## src/rtl/sample_gen_pkg.sv

```systemverilog
// Shared definitions for the sample stream generator: waveform mode and FSM
// state encodings, LFSR polynomial/seed constants and default parameters.
package sample_gen_pkg;

  localparam int DEF_DATA_W   = 10;
  localparam int DEF_PERIOD_W = 8;
  localparam int DEF_HOLD_N   = 32;

  // Shortest usable strobe period: one cycle low, one cycle high.
  localparam int MIN_PERIOD = 2;

  // x^10 + x^7 + 1, expressed as the register bits XORed into the feedback.
  localparam logic [9:0] LFSR_TAPS_10 = 10'h240;
  localparam logic [9:0] LFSR_SEED_10 = 10'h001;

  typedef enum logic [1:0] {
    MODE_CONST = 2'd0,
    MODE_STEP  = 2'd1,
    MODE_RAMP  = 2'd2,
    MODE_NOISE = 2'd3
  } mode_e;

  typedef enum logic {
    ST_IDLE = 1'b0,
    ST_RUN  = 1'b1
  } state_e;

endpackage

```

## src/rtl/sample_gen_lfsr.sv

```systemverilog
// Fibonacci LFSR used as the noise source. load_i reseeds, adv_i shifts one
// step; next_o is the value the register takes on the next advance.
module sample_gen_lfsr
  import sample_gen_pkg::*;
#(
  parameter int                DATA_W = DEF_DATA_W,
  parameter logic [DATA_W-1:0] TAPS   = DATA_W'(LFSR_TAPS_10),
  parameter logic [DATA_W-1:0] SEED   = DATA_W'(LFSR_SEED_10)
) (
  input  logic              clk,
  input  logic              rst_n,
  input  logic              load_i,
  input  logic              adv_i,
  output logic [DATA_W-1:0] next_o
);

  logic [DATA_W-1:0] state_q;
  logic [DATA_W-1:0] state_d;
  logic [DATA_W-1:0] shifted;
  logic              fb;

  assign fb      = ^(state_q & TAPS);
  assign shifted = {state_q[DATA_W-2:0], fb};
  assign next_o  = shifted;

  // Reseed has priority over advancing.
  always_comb begin
    state_d = state_q;
    if (load_i) begin
      state_d = SEED;
    end else if (adv_i) begin
      state_d = shifted;
    end
  end

  // LFSR state register.
  always_ff @(posedge clk or negedge rst_n) begin
    if (!rst_n) begin
      state_q <= SEED;
    end else begin
      state_q <= state_d;
    end
  end

endmodule

```

## src/rtl/sample_stream_gen.sv

```systemverilog
// Sample stream generator: emits constant, step, ramp or noise samples with a
// rising-edge sample strobe of programmable period.
// Build option: define SAMPLE_GEN_NOISE_EN to build the LFSR noise source for
// mode 3; without it mode 3 produces the same output as mode 0.
//
// state | meaning
// IDLE  | no sequence running, strobe low, data_out holds last sample
// RUN   | period counter running, one sample per period
module sample_stream_gen
  import sample_gen_pkg::*;
#(
  parameter int DATA_W   = DEF_DATA_W,
  parameter int PERIOD_W = DEF_PERIOD_W,
  parameter int HOLD_N   = DEF_HOLD_N
) (
  input  logic                clk,
  input  logic                rst_n,
  input  logic                ena,
  input  logic                start,
  input  logic                stop,
  input  logic [1:0]          mode,
  input  logic [DATA_W-1:0]   level_in,
  input  logic [PERIOD_W-1:0] period,
  output logic [DATA_W-1:0]   data_out,
  output logic                strobe_out,
  output logic                busy,
  output logic [15:0]         sample_cnt
);

  // Step index saturates at HOLD_N, which is all the step waveform needs.
  localparam int               IDX_W   = (HOLD_N < 1) ? 1 : $clog2(HOLD_N + 1);
  localparam logic [IDX_W-1:0] IDX_MAX = IDX_W'((HOLD_N < 1) ? 0 : HOLD_N);

  logic [1:0] rst_sync_q;
  logic       rst_int_n;

  state_e              state_q, state_d;
  logic [PERIOD_W-1:0] cnt_q, cnt_d;
  logic [PERIOD_W-1:0] per_q, per_d;
  logic [PERIOD_W-1:0] half_q, half_d;
  mode_e               mode_q, mode_d;
  logic [DATA_W-1:0]   level_q, level_d;
  logic [DATA_W-1:0]   data_q, data_d;
  logic [15:0]         scnt_q, scnt_d;
  logic [IDX_W-1:0]    idx_q, idx_d;

  logic                run;
  logic                start_go;
  logic                stop_go;
  logic                adv_go;
  logic                wrap;
  logic                rise;
  logic [PERIOD_W-1:0] period_eff;
  logic [IDX_W-1:0]    idx_nxt;
  logic [DATA_W-1:0]   first_smp;
  logic [DATA_W-1:0]   next_smp;

  // Reset asserts immediately and releases two clk edges after rst_n rises.
  always_ff @(posedge clk or negedge rst_n) begin
    if (!rst_n) begin
      rst_sync_q <= 2'b00;
    end else begin
      rst_sync_q <= {rst_sync_q[0], 1'b1};
    end
  end

  assign rst_int_n = rst_sync_q[1];

  // ena gates every event; stop beats start when both arrive together.
  assign run      = (state_q == ST_RUN);
  assign stop_go  = ena & stop;
  assign start_go = ena & start & ~stop;
  assign adv_go   = ena & ~stop & ~start & run;
  assign wrap     = run && (cnt_q == per_q - PERIOD_W'(1));
  assign rise     = run && (cnt_q == half_q - PERIOD_W'(1));

  assign period_eff = (period < PERIOD_W'(MIN_PERIOD)) ? PERIOD_W'(MIN_PERIOD) : period;
  assign idx_nxt    = (idx_q == IDX_MAX) ? idx_q : idx_q + IDX_W'(1);

`ifdef SAMPLE_GEN_NOISE_EN
  logic [DATA_W-1:0] lfsr_nxt;

  sample_gen_lfsr #(
    .DATA_W (DATA_W)
  ) u_lfsr (
    .clk    (clk),
    .rst_n  (rst_int_n),
    .load_i (start_go),
    .adv_i  (adv_go & wrap),
    .next_o (lfsr_nxt)
  );
`endif

  // Sample 0, taken from the live inputs on the cycle start is accepted.
  always_comb begin
    first_smp = level_in;
    case (mode_e'(mode))
      MODE_STEP: first_smp = (HOLD_N > 0) ? '0 : level_in;
      MODE_RAMP: first_smp = '0;
`ifdef SAMPLE_GEN_NOISE_EN
      MODE_NOISE: first_smp = DATA_W'(LFSR_SEED_10);
`endif
      default: first_smp = level_in;
    endcase
  end

  // Sample k+1 from the latched configuration, used when the counter wraps.
  always_comb begin
    next_smp = level_q;
    case (mode_q)
      MODE_STEP: next_smp = (idx_nxt == IDX_MAX) ? level_q : '0;
      MODE_RAMP: next_smp = data_q + DATA_W'(1);
`ifdef SAMPLE_GEN_NOISE_EN
      MODE_NOISE: next_smp = lfsr_nxt;
`endif
      default: next_smp = level_q;
    endcase
  end

  // FSM next state.
  always_comb begin
    state_d = state_q;
    if (stop_go) begin
      state_d = ST_IDLE;
    end else if (start_go) begin
      state_d = ST_RUN;
    end
  end

  // FSM state register.
  always_ff @(posedge clk or negedge rst_int_n) begin
    if (!rst_int_n) begin
      state_q <= ST_IDLE;
    end else begin
      state_q <= state_d;
    end
  end

  // Datapath next state: configuration latch, period counter and samples.
  always_comb begin
    cnt_d   = cnt_q;
    per_d   = per_q;
    half_d  = half_q;
    mode_d  = mode_q;
    level_d = level_q;
    data_d  = data_q;
    scnt_d  = scnt_q;
    idx_d   = idx_q;
    if (stop_go) begin
      cnt_d = '0;
    end else if (start_go) begin
      cnt_d   = '0;
      per_d   = period_eff;
      half_d  = period_eff >> 1;
      mode_d  = mode_e'(mode);
      level_d = level_in;
      data_d  = first_smp;
      scnt_d  = '0;
      idx_d   = '0;
    end else if (adv_go) begin
      cnt_d = wrap ? '0 : cnt_q + PERIOD_W'(1);
      if (rise && (scnt_q != 16'hFFFF)) begin
        scnt_d = scnt_q + 16'd1;
      end
      if (wrap) begin
        idx_d  = idx_nxt;
        data_d = next_smp;
      end
    end
  end

  // Datapath registers.
  always_ff @(posedge clk or negedge rst_int_n) begin
    if (!rst_int_n) begin
      cnt_d_reset: begin
        cnt_q   <= '0;
        per_q   <= '0;
        half_q  <= '0;
        mode_q  <= MODE_CONST;
        level_q <= '0;
        data_q  <= '0;
        scnt_q  <= '0;
        idx_q   <= '0;
      end
    end else begin
      cnt_q   <= cnt_d;
      per_q   <= per_d;
      half_q  <= half_d;
      mode_q  <= mode_d;
      level_q <= level_d;
      data_q  <= data_d;
      scnt_q  <= scnt_d;
      idx_q   <= idx_d;
    end
  end

  assign data_out   = data_q;
  assign strobe_out = run && (cnt_q >= half_q);
  assign busy       = run;
  assign sample_cnt = scnt_q;

endmodule

```

## config.mk

```make
export PLATFORM = sky130hd
export DESIGN_NAME = sample_stream_gen
export DESIGN_NICKNAME = d
export VERILOG_FILES = /design/src/rtl/sample_gen_pkg.sv /design/src/rtl/sample_gen_lfsr.sv /design/src/rtl/sample_stream_gen.sv
export SDC_FILE = /design/constraint.sdc
export NUM_CORES = 1
export LEC_CHECK = 0
export ABC_AREA = 1
export BUFFER_PORTS_ARGS = -buffer_cell sky130_fd_sc_hd__buf_2
export CORE_ASPECT_RATIO = 0.75
export CORE_MARGIN = 3
export CORE_UTILIZATION = 54
export CTS_CLUSTER_DIAMETER = 100
export DETAILED_ROUTE_END_ITERATION = 10
export PLACE_DENSITY = 0.77
export SYNTH_ARGS = -nofsm -noshare
export SYNTH_HDL_FRONTEND = slang
export SYNTH_HIERARCHICAL = 1
export SYNTH_SLANG_ARGS = --single-unit
export TNS_END_PERCENT = 50
```

## constraint.sdc

```tcl
create_clock -name clk -period 1.9 [get_ports clk]
set_input_delay 0.57 -clock clk [delete_from_list [all_inputs] [get_ports clk]]
set_output_delay 0.57 -clock clk [all_outputs]
set_load 0.1 [all_outputs]
```

# Word-level counts from Yosys, hierarchy flattened
# Index checks and enable logic that the tools add are counted.
[op_classes] n_addsub=6 n_lt_le_gt_ge=2 n_eq_ne=9 muxes=20 bitwise=9 reduce_logical=13
[op_table] op="2-to-1 mux 10 bit" n=5
[op_table] op="2-to-1 mux 16 bit" n=3
[op_table] op="2-to-1 mux 8 bit" n=5
[op_table] op="2-to-1 mux 6 bit" n=4
[op_table] op="one-hot mux 10 bit (2 select lines)" n=1
[op_table] op="adder 16 x 1 -> 16 bit, second input constant" n=1
[op_table] op="equality test 8 bit" n=2
[op_table] op="!= test 16 bit, second input constant" n=1
[op_table] op="equality test 6 bit, second input constant" n=2
[op_table] op="adder 10 x 1 -> 10 bit, second input constant" n=1
[op_table] op="adder 8 x 1 -> 8 bit, second input constant" n=1
[op_table] op=">= comparator 8 x 7 -> 1 bit" n=1
[op_table] op="< comparator 8 x 2 -> 1 bit, second input constant" n=1
[op_table] op="nonzero test 2 bit" n=4
[op_table] op="subtractor 7 x 1 -> 8 bit, second input constant" n=1
[op_table] op="subtractor 8 x 1 -> 8 bit, second input constant" n=1
[op_table] op="adder 6 x 1 -> 6 bit, second input constant" n=1
[op_table] op="AND 1 bit" n=6
[op_table] op="AND reduction 3 bit" n=2
[op_table] op="equality test 2 x 1 -> 1 bit, second input constant" n=2
[op_table] op="equality test 2 bit, second input constant" n=2
[op_table] op="logical AND 1 bit" n=4
[op_table] op="NOT 1 bit" n=3
[op_table] op="nonzero test 3 bit" n=1
[op_table] op="3 further kinds" n=4
[word_totals] register_bits=70 elab_cells=69

# Logic depth before layout (Yosys ltp)
[depth] word_depth=8 ltp_mapped=14 ltp_nobuf=14

# Least setup slack after synthesis
# Ideal clock, no wire load.
[synth_path] kind="flip-flop to flip-flop" startpoint="register scnt_q[1] (netlist: sample_cnt[1])" endpoint="register scnt_q[7] (netlist: sample_cnt[7])" setup_time_ps=69 t_arrival_ps=2456 setup_slack_ps=-625 path_stages_with_launch=13 period_less_slack_ps=2525 cell_sequence="dfrtp_1 > ha_1 > nand3_2 > nor2_1 > nand2_1 > nor3_2 > nand3_1 > nand2_2 > inv_1 > nand3_2 > buf_4 > nand3_1 > nand2_1"
[synth_between] elab_chain_len=4 elab_cells_between_ends=8 classes_between="add/sub (1); eq/ne (1); mux (3); reduce/logical (3)"
[synth_lines] element="start: declaration" line_no="sample_stream_gen.sv:44" source="logic [15:0] scnt_q, scnt_d;"
[synth_lines] element="start signal: assignment" line_no="sample_stream_gen.sv:192" source="scnt_q <= scnt_d;"
[synth_lines] element="adder 16 x 1 -> 16 bit or != test 16 bit (tied branches)" line_no="sample_stream_gen.sv:163, sample_stream_gen.sv:162"
[synth_lines] element="2-to-1 mux 16 bit or logical AND 1 bit (tied branches)" line_no="sample_stream_gen.sv:162" source="if (rise && (scnt_q != 16'hFFFF)) begin"
[synth_lines] element="2-to-1 mux 16 bit or nonzero test 2 bit (tied branches)"
[synth_lines] element="2-to-1 mux 16 bit or AND reduction 3 bit (tied branches)"
# Parallel ways exist; a longest one is shown, timed or not. The select of a mux whose other input is x is not followed.
# A chain may end at the register's enable or synchronous reset.

==> flow_summary.yaml <==
run_status:
  status: "complete, but fails checks"
  violations: "setup timing"
placement:
  post-place-ws_ps: -290
  gp_congestion: 0.996
  dpl.hpwl_um: 8890
  port_buffers: 52
clock_network:
  htreeDepth: 3
  cts_tree: "done"
  cts_made_buffers: 9
  cts.clk_slew.worst_paths_ps: 80
  cts_max_path_buffers: 2
  cts_sinks: 63
  cts_root_buffer: "clkbuf_8"
  clkLatencyLatePin_ps: 360
global_route:
  track_usage_pct: 29.1
  grt_pass1_vias: 4627
  grt_pass1_wl_um: 22200
  grt_antenna_before_repair: 0
  grt_max_degree: 59
  grt-ovfl-total: 0
finish:
  n_antenna_cell: 0
  nets: 802
  final_util_pct: 77.1
  area_delta_synth_final_pct: 36.8
  drive_gt1_share_pct: 34.3
  fill_cells: 542
run:
  drv_cap: 0
sta:
  post-route-period-util_pct: 124
  period_needed_ps: 2350
  fin_ws_ps: -453
  rsz0062_at_grt: "yes"
  final_max_slew_viol_count: 0
  holdWs_ps: 230
  setup-violations-final: 41
  finalHoldViolations: 0
  fmax_ghz: 0.425
  worstMarginPinSlew_ps: 558
  max_slew_margin_pct: 62.8
  skew_ps: 16.8
yosys:
  ys_seq_area_share_pct: 35.0
  synth_area_per_cell_sq_um: 7.01
  syn_inst: 642
  syn_area_sq_mm: 0.00450
  synth.top_cell.area_share_pct: 35.0
  ys_warn_count: 6
  ys_top_cells_by_area: "dfrtp_1, nand2_1, nand3_1, inv_1, xor2_1"
  post_synth_num_cell_types: 38
  yosysTopAreaCell: "dfrtp_1"
  ys_ff_latch: 63
  syn_nets: 683
hold_path:
  hold_path_class: "flip-flop to asynchronous set/reset pin"
setup_path:
  cp-end-kind: "output port"
  startpoint_type: "flip-flop"
  crit_type: "flip-flop to output port"
  worstPathRequired_ps: 1330
  cp.arrival_ps: 1780
  worstRegToRegCells: 17
  path_max_fanout: 2
power_and_ir_drop:
  peakVddDrop_mv: 1.07
  p_leak_nw: 3.07
  power.density_mw_per_mm2: 999
route:
  route.detailed.drc: 0
  wl_per_cell_um: 16.7
  wirelength_um: 14600
  first_pass_iters: 6
  vias_per_cell: 5.72
  vias: 4985
  detail_route.iter0.violations: 580
  detail-route-antenna-nets: 0
floorplanning:
  fp.dieH_um: 85.1
  die_w_um: 111
  num_io_pins: 53
  core-area_sq_mm: 0.00799
  fp.dieArea_sq_mm: 0.00947
  rows: 28
  start_util_pct: 56.3
-- sequential cells by signal (all words and copies together) (netlist names) --
| register | count |
|---|---|
| sample_cnt | 16 |
| data_out | 10 |
| level_q | 10 |
| cnt_q | 8 |
| per_q | 8 |
| idx_q | 6 |
| mode_q | 2 |
| rst_sync_q | 2 |
| busy | 1 |
-- worst paths after layout --
| path | end | start | slack (ps) |
|---|---|---|---|
| worst max-delay path | strobe_out | per_q[6]$_DFFE_PN0P_ | -450 |
| worst min-delay path | cnt_q[4]$_DFFE_PN0P_ | rst_sync_q[1]$_DFF_PN0_ | 230 |
| worst max register to register | sample_cnt[15]$_DFFE_PN0P_ | per_q[1]$_DFFE_PN0P_ | -390 |
| worst min register to register | cnt_q[4]$_DFFE_PN0P_ | rst_sync_q[1]$_DFF_PN0_ | 230 |
| max in group asynchronous | data_out[7]$_DFFE_PN0P_ | rst_sync_q[1]$_DFF_PN0_ | 1140 |
| min in group clk | rst_sync_q[1]$_DFF_PN0_ | rst_sync_q[0]$_DFF_PN0_ | 360 |
-- kinds of logic after synthesis --
group           after synthesis  synth area share, %
compound gates               71                 8.57
xor+xnor                     36                 7.01
fa+ha+maj                    16                 4.45
buf+inv                     105                 9.71
flops                        63                 35.0
other cells                   1               0.0833
simple gates                350                 35.1
-- repair_timing --
| action | in CTS | in global routing |
|---|---|---|
| hold buffers | 1 | 0 |
| gates cloned | 2 | 2 |
| buffers inserted | 12 | 9 |
| endpoints found under the setup margin | 40 | 41 |
| endpoints found under the hold margin | 2 | 0 |
| resized for setup | 41 | 38 |
| pin swaps | 21 | 28 |
-- cells in the mapped netlist, drive strengths merged --
library cell and count:
o21ai 40, xor2 30, dfrtp 63, nand4 11, nand3 89, a21o 1
nand2 183, o211ai 1, a21boi 1, nor2 52, clkinv 1, conb 1
a22oi 1, nor3 5, inv 83, ha 16, buf 11, nor4 2
nand3b 6, o22ai 7, a31o 1, xnor2 6, o2111ai 1, clkbuf 10
or2 2, a21oi 18
-- critical path: stages, from the launching register on --
cell and delay [ps]:
dfrtp_1 370, inv_2 60, ha_4 280, nand2_4 60, nor2_4 120, nand4_1 100, o2111ai_2 80, nand2_2 90
clkinvlp_4 90, buf_12 160
-- per-layer routing --
| layer | wire, um | track usage, % | share of wire [%] | up-vias |
|---|---|---|---|---|
| met4 | 421 | 8.40 | 2.9 | 0 |
| met1 | 5820 | 38.2 | 40 | 2319 |
| met3 | 1340 | 5.56 | 9.2 | 67 |
| met5 | 0 | 0 | 0 | - |
| li1 | - | - | - | 2316 |
| met2 | 7000 | 49.6 | 48 | 283 |
-- cell usage in the layout (no fill, tap or decap), types with 6 or more instances in the layout --
cell and instances:
nand2_2 17, nand3_1 60, nor2_1 37, nor2_4 8, dfrtp_2 20, clkbuf_8 13
buf_12 6, inv_2 9, nor2_2 7, nand4_1 11, o21ai_1 10, nand2_1 163
dfrtp_1 43, buf_2 51, ha_1 6, nand3b_1 6, nand3_2 24, a21oi_1 16
xor2_1 27, nand3_4 6, inv_1 72, o21ai_0 27, buf_4 62, ha_4 9
-- area by class of cell --
cell class	instances	area [sq um]	area share [%]
clock buffer	16	190	3.09
inverter	84	327	5.30
multi-input combinational	475	2920	47.5
sequential	63	1600	26.0
tap	105	131	2.13
timing repair buffer	128	985	16.0
-- metrics by stage --
stage	std cells	TNS (ps)	area, sq um	power [mW]
2_1_floorplan	642	-5330	4630	3.79
5_1_grt	871	-18090	6160	6.50
3_3_place_gp	831	-3180	5370	4.45
4_1_cts	861	-4410	5900	5.90
6_report	871	-14250	6160	6.15
3_5_place_dp	831	-7210	5370	4.54
-- power breakdown --
part | total (mW) | switching [mW] | internal, mW
Combinational | 3.19 | 2.18 | 1.01
Clock | 1.14 | 0.521 | 0.619
Sequential | 1.82 | 0.251 | 1.57
Total | 6.15 | 2.96 | 3.20
Power figures use the tool's default switching activity.
